**config.mk**
```make
export PLATFORM = sky130hd
export DESIGN_NAME = short_line_host_port
export DESIGN_NICKNAME = d
export VERILOG_FILES = /design/src/rtl/g15_pkg.sv /design/src/rtl/word_serdes.sv /design/src/rtl/short_line_host_port.sv
export SDC_FILE = /design/constraint.sdc
export NUM_CORES = 1
export LEC_CHECK = 0
export BUFFER_PORTS_ARGS = -buffer_cell sky130_fd_sc_hd__buf_2
export CORE_UTILIZATION = 40
export CTS_CLUSTER_DIAMETER = 80
export DETAILED_ROUTE_END_ITERATION = 8
export GPL_TIMING_DRIVEN = 0
export PLACE_DENSITY = 0.6
export SYNTH_ARGS = -nofsm -noshare
export SYNTH_HDL_FRONTEND = slang
export SYNTH_SLANG_ARGS = --single-unit
```
**constraint.sdc**
```tcl
create_clock -name CLOCK -period 3.05 [get_ports CLOCK]
set_input_delay 0.915 -clock CLOCK [delete_from_list [all_inputs] [get_ports CLOCK]]
set_output_delay 0.915 -clock CLOCK [all_outputs]
set_load 0.05 [all_outputs]
```
**src/rtl/g15_pkg.sv**
```systemverilog
// ----------------------------------------------------------------------------
// g15_pkg
// Shared G-15 definitions used by the drum-line host ports.
//   WORD_BITS          bits per drum word (LSB first on the track)
//   g15_word_t         one drum word
//   host_port_state_t  host-port sequencer states (fixed 2-bit encoding)
// ----------------------------------------------------------------------------
package g15_pkg;

  localparam int WORD_BITS = 29;

  typedef logic [WORD_BITS-1:0] g15_word_t;

  typedef enum logic [1:0] {
    HP_IDLE = 2'd0,
    HP_WAIT = 2'd1,
    HP_XFER = 2'd2,
    HP_RESP = 2'd3
  } host_port_state_t;

endpackage

```
**src/rtl/word_serdes.sv**
```systemverilog
// ----------------------------------------------------------------------------
// word_serdes
// One-word serial shift-out / capture-in register with a bit counter.
// The word to send is parallel-loaded, then shifted out LSB first, one bit
// per shift_en cycle. In the same cycles the serial input is shifted into a
// capture register, so after W shifts cap_word holds the word that passed.
// Ports:
//   clk        in  1   clock (one drum bit time)
//   rst        in  1   synchronous active-high reset (bit counter only)
//   load       in  1   load load_data and restart the bit counter
//   load_data  in  W   word to shift out
//   shift_en   in  1   advance one bit
//   din        in  1   serial input captured on each shift
//   dout       out 1   current outgoing bit (LSB of the shift register)
//   last       out 1   the current shift is bit W-1
//   cap_word   out W   captured word including the current din bit
// ----------------------------------------------------------------------------
module word_serdes #(
  parameter int W  = 29,
  parameter int CW = $clog2(W)
) (
  input  logic         clk,
  input  logic         rst,
  input  logic         load,
  input  logic [W-1:0] load_data,
  input  logic         shift_en,
  input  logic         din,
  output logic         dout,
  output logic         last,
  output logic [W-1:0] cap_word
);

  logic [W-1:0]  shreg;
  logic [W-1:0]  cap;
  logic [CW-1:0] bit_cnt;

  always_ff @(posedge clk) begin
    if (rst) begin
      bit_cnt <= '0;
    end else if (load) begin
      bit_cnt <= '0;
    end else if (shift_en) begin
      bit_cnt <= last ? '0 : bit_cnt + CW'(1);
    end
  end

  // NOTE: the data registers carry no reset; their contents only matter after
  // a load (shreg) or a full word of shifts (cap), so a reset would add logic
  // without changing behaviour.
  always_ff @(posedge clk) begin
    if (load) begin
      shreg <= load_data;
    end else if (shift_en) begin
      shreg <= shreg >> 1;
    end
    if (shift_en) begin
      cap <= cap_word;
    end
  end

  // Capture shifts in from the top so the first bit seen ends up in bit 0.
  assign cap_word = {din, cap[W-1:1]};
  assign last     = (bit_cnt == CW'(W - 1));
  assign dout     = shreg[0];

endmodule

```
**src/rtl/short_line_host_port.sv**
```systemverilog
// ----------------------------------------------------------------------------
// short_line_host_port
// Host-side word access to one recirculating short line (LINE_WORDS words of
// WORD_BITS bits). A request waits for its word to come round, then for one
// word time captures the line output and, on writes, replaces the track input
// with the new data (host_wr gates track din like LB & D5 gates a
// destination). The response returns the word as it was at the start of the
// pass, i.e. the old value on writes.
// Ports:
//   CLOCK      in  1   system clock, one cycle per drum bit
//   rst        in  1   synchronous active-high reset
//   T28        in  1   bit time 28 (last bit) of every word
//   WL         in  1   with T28 of the last line word; next word is 0
//   line_out   in  1   serial output of the served track
//   host_wr    out 1   track din must take host_bit instead of recirculating
//   host_bit   out 1   serial write data
//   req_valid  in  1   request handshake (fires on req_valid & req_ready)
//   req_ready  out 1
//   req_write  in  1   1 = write req_data, 0 = read only
//   req_word   in  2   word index, reduced mod LINE_WORDS
//   req_data   in  WB  write data
//   rsp_valid  out 1   response handshake, held until rsp_ready
//   rsp_ready  in  1
//   rsp_data   out WB  word contents at the start of the transfer
//   locked     out 1   word counter synchronised by a WL
//   sync_err   out 1   sticky: T28 disagreed with the bit counter in a transfer
// ----------------------------------------------------------------------------
module short_line_host_port #(
  parameter int WORD_BITS  = g15_pkg::WORD_BITS,
  parameter int LINE_WORDS = 4
) (
  input  logic                 CLOCK,
  input  logic                 rst,
  input  logic                 T28,
  input  logic                 WL,
  input  logic                 line_out,
  output logic                 host_wr,
  output logic                 host_bit,
  input  logic                 req_valid,
  output logic                 req_ready,
  input  logic                 req_write,
  input  logic [1:0]           req_word,
  input  logic [WORD_BITS-1:0] req_data,
  output logic                 rsp_valid,
  input  logic                 rsp_ready,
  output logic [WORD_BITS-1:0] rsp_data,
  output logic                 locked,
  output logic                 sync_err
);

  import g15_pkg::*;

  localparam int WC_W = (LINE_WORDS > 1) ? $clog2(LINE_WORDS) : 1;

  host_port_state_t       state;
  logic [WC_W-1:0]        wc;        // index of the word currently passing
  logic [WC_W-1:0]        wc_nxt;    // word that starts after this T28
  logic [WC_W-1:0]        req_tgt;
  logic [WC_W-1:0]        tgt_word;
  logic                   wr_flag;
  logic                   fire;
  logic                   xfer;
  logic                   ser_dout;
  logic                   bit_last;
  logic [WORD_BITS-1:0]   cap_word;

  assign fire     = req_valid & req_ready;
  assign xfer     = (state == HP_XFER);
  assign req_tgt  = WC_W'(int'(req_word) % LINE_WORDS);
  assign wc_nxt   = (WL || wc == WC_W'(LINE_WORDS - 1)) ? '0 : wc + WC_W'(1);

  assign req_ready = (state == HP_IDLE) && locked;
  assign rsp_valid = (state == HP_RESP);
  // Decoded straight from state so a reset edge drops the write gate at once.
  assign host_wr   = xfer && wr_flag;
  assign host_bit  = host_wr && ser_dout;

  // NOTE: every register here is updated with non-blocking assignments so all
  // of them see the pre-edge values of each other, as real flops do.
  always_ff @(posedge CLOCK) begin
    if (rst) begin
      state    <= HP_IDLE;
      wc       <= '0;
      locked   <= 1'b0;
      sync_err <= 1'b0;
      rsp_data <= '0;
      wr_flag  <= 1'b0;
      tgt_word <= '0;
    end else begin
      if (T28) wc <= wc_nxt;
      if (WL)  locked <= 1'b1;

      case (state)
        HP_IDLE: begin
          if (fire) begin
            wr_flag  <= req_write;
            tgt_word <= req_tgt;
            // Target word starts right after this edge: skip the wait.
            state    <= (T28 && wc_nxt == req_tgt) ? HP_XFER : HP_WAIT;
          end
        end
        HP_WAIT: begin
          if (T28 && wc_nxt == tgt_word) state <= HP_XFER;
        end
        HP_XFER: begin
          // T28 must coincide with the last bit and only with it.
          if (T28 != bit_last) sync_err <= 1'b1;
          if (bit_last) begin
            rsp_data <= cap_word;
            state    <= HP_RESP;
          end
        end
        HP_RESP: begin
          if (rsp_ready) state <= HP_IDLE;
        end
        default: state <= HP_IDLE;
      endcase
    end
  end

  word_serdes #(
    .W (WORD_BITS)
  ) u_serdes (
    .clk       (CLOCK),
    .rst       (rst),
    .load      (fire),
    .load_data (req_data),
    .shift_en  (xfer),
    .din       (line_out),
    .dout      (ser_dout),
    .last      (bit_last),
    .cap_word  (cap_word)
  );

endmodule
```
==> qor.txt <==
Vias in the first global route: 2551
FF-to-FF Start: state[0]
Synth Cell Area: 3948 um2
Worst Hold Depth: 2
YS warnings: 0
Combinational Power Share: 21.4%
Crit. End Element: primary output
FF+latch count, synth: 100
Slowest stage delay, CP: 360 ps
Minimum clock period after layout: 2842 ps
Gate Count Post-Synth: 375
Worst vdd ir: 0.3344 mV
Hold Path End: rsp_data[25]
Final GP Congestion: 0.7966
Max Clk Rate: 351.9 MHz
Vias/cell: 4.708
Remaining global-route overflow: 0
Worst Hold Class: flip-flop to flip-flop
Worst Hold Launch: rsp_data[25]
PD cells: 742.2 nW/um2
Total routed wirelength: 7624 um
Critical path startpoint category: flip-flop
Initial drt markers: 111
Site Rows: 35
N_diodes: 0
Initial Util: 41.93%
Final #Nets: 505
Final Cycle Share: 93.17%
Dpl hpwl: 5224 um
Final Hold Viols: 0
First-pass GRT wire length: 12270 um
Die area: 10270 um2
Io pins: 74
Synth async-reset ratio: 0%
Largest net degree at the start of global routing: 34
Die X-Extent: 101.3 um
Utilization after layout: 49.77%
Fill cell count: 905
Worst Max-Slew Pin Slew: 723.1 ps
TritonCTS Buffers: 9
Clock Root Buffer: clkbuf_8
Setup-failing EPs final: 0
Post-synth EDFFs: 57
Setup repair after global routing missed its margin: false
Net count after synthesis: 422
I/O Buffers: 71
Clock Sinks: 100
Share of cells above drive strength 1: 22.25%
Slew Viols, Final: 0
CP required: 2130 ps
Sw frac: 31.37%
Area grow syn2layout: 18.70%
Clock Path Buffers: 2
R2R cell count: 4
Reg power frac: 54.9%
# Max-Cap Violations: 0
Routed Antenna Nets: 0
Crit path cell chain: inv_1 > ha_4 > buf_2 > and3_1 > buf_2
Crit path max-delay cell type: dfxtp_1
CORE AREA: 9415 um2
WP data arrival: 1930 ps
Status: finished clean
Sw power: 1091 uW
Post-synthesis sequential area ratio: 65.17%
Rel. slew slack: 51.79%
Worst Skew: 10.38 ps
DR vias: 2787
Main synth FF type: edfxtp_1
Clock-pin slew on the worst setup and hold paths: 100 ps
Clock power share: 23.7%
DR DRC count: 0
Mean Syn Cell Area: 10.53 um2
Initial antenna violation count: 0
Avg WL per Cell: 12.88 um
Setup Crit Path Kind: flip-flop to primary output
Distinct cell type count after synthesis: 37
Reg-to-reg endpoint: u_serdes.shreg[28]
CP max FO: 18
Critical path's most frequent cell: buf_2
Worst-Skew Late Latency: 360 ps
H-tree levels: 3
Setup TNS: 0 ps
Chip height: 101.3 um
1st-pass router iterations: 4
CTS tree: yes
Power Internal: 2387 uW
Leakage Power: 0.001884 uW
R2r setup slk: 940 ps
Gr usage total: 15.63%
[cell usage after synthesis, drive strengths merged (5+ instances only)]
master	number	share of area, %
ha	8	2.5
nand2	150	14
inv	5	0.48
dfxtp	43	22
clkbuf	12	1.1
buf	9	1.0
a21oi	33	4.2
nand2b	5	0.79
edfxtp	57	43
[how the worst max path moves through the flow]
stage,startpoint,to,cells past startpoint
floorplan,state[0],host_bit,4
global placement,state[0],u_serdes.shreg[26],4
detailed placement,state[1],u_serdes.shreg[28],3
CTS,state[0],host_bit,5
global route,state[0],host_bit,5
finish,state[0],host_bit,5
[per-stage QoR]
| step | hold WS (ps) | std cells | area (um2) | setup WS [ps] | total power [uW] |
|---|---|---|---|---|---|
| finish | 453.9 | 592 | 4686 | 208.4 | 3478 |
| global route | 467.2 | 592 | 4686 | 53.92 | 3691 |
| CTS | 459.2 | 591 | 4668 | 24.16 | 3498 |
| detailed placement | 434.4 | 575 | 4464 | -550.3 | 2662 |
| global placement | 432.5 | 575 | 4464 | -397.5 | 2633 |
| floorplan | 426.2 | 375 | 3948 | 55.31 | 2450 |
[registers in the layout, summed over array words and instances, names as in the netlist]
name / count
rsp_data: 29
u_serdes.shreg: 29
u_serdes.cap: 28
u_serdes.bit_cnt: 5
state: 2
tgt_word: 2
wc: 2
locked: 1
sync_err: 1
wr_flag: 1
[worst max-delay path: cells and delay by family, from the launching register on]
| family | cells | cell delay, ps |
|---|---|---|
| adder cells (fa/ha/maj) | 1 | 330 |
| buffers and inverters | 3 | 670 |
| flip-flops | 1 | 360 |
| AND/OR/NAND/NOR | 1 | 190 |
[layout make-up]
class | count | area [um2] | share of cell area [%]
clock buffers | 9 | 123.9 | 2.644
repair buffers | 72 | 370.4 | 7.904
multi-input cells | 249 | 1285 | 27.42
flip-flops and latches | 100 | 2572 | 54.90
inverters | 5 | 18.77 | 0.4005
clock inverters | 7 | 67.56 | 1.442
well taps | 129 | 161.4 | 3.445
plain buffers | 21 | 86.33 | 1.842
[power groups by stage]
stage,sequential (uW),combinational [uW],clock (uW)
after global routing,1940,849,903
after floorplan,1920,533,0
final,1910,744,826
after global placement,1940,695,0
after CTS,1920,733,847
after detailed placement,1950,717,0
[cells in the final DEF (no fill, tap or decap), types with 3 or more instances in the layout]
| master | Yosys | layout |
|---|---|---|
| a21oi_1 | 33 | 33 |
| and2_1 | 3 | 3 |
| and3_1 | 3 | 3 |
| buf_1 | 3 | 3 |
| buf_2 | 6 | 77 |
| clkbuf_1 | 12 | 12 |
| clkbuf_8 | 0 | 9 |
| dfxtp_1 | 43 | 43 |
| edfxtp_1 | 57 | 57 |
| ha_1 | 8 | 7 |
| inv_1 | 5 | 5 |
| inv_8 | 0 | 3 |
| mux2i_1 | 3 | 3 |
| nand2_1 | 150 | 150 |
| nand2b_1 | 5 | 4 |
| nand3_1 | 4 | 4 |
| nor2_1 | 4 | 4 |
| nor2b_1 | 3 | 3 |
| nor4_1 | 4 | 4 |
| xor2_1 | 4 | 4 |
[cell families after synthesis]
kind of cell	count (synthesis)	share of synthesized area [%]
DFF	100	65.17
muxes	3	0.7607
and+or+nand+nor	186	19.97
xor gates and xnor gates	6	1.331
buffers and inverters	26	2.662
AOI/OAI and AO/OA	46	7.575
adders and majority gates	8	2.536
[per-layer routing]
layer	global-route usage [%]	wire length, um	up-vias
met3	4.348	302	5
li1	-	-	1429
met5	0	0	-
met4	4.013	65	0
met1	22.26	3708	1298
met2	23.55	3547	55
[timing repair]
| item | 4_1_cts | 5_1_grt |
|---|---|---|
| hold buffers | 0 | 0 |
| endpoints found under the setup margin | 31 | 2 |
| buffers inserted | 0 | 1 |
| resized for setup | 2 | 0 |
Power figures use the tool's default switching activity.
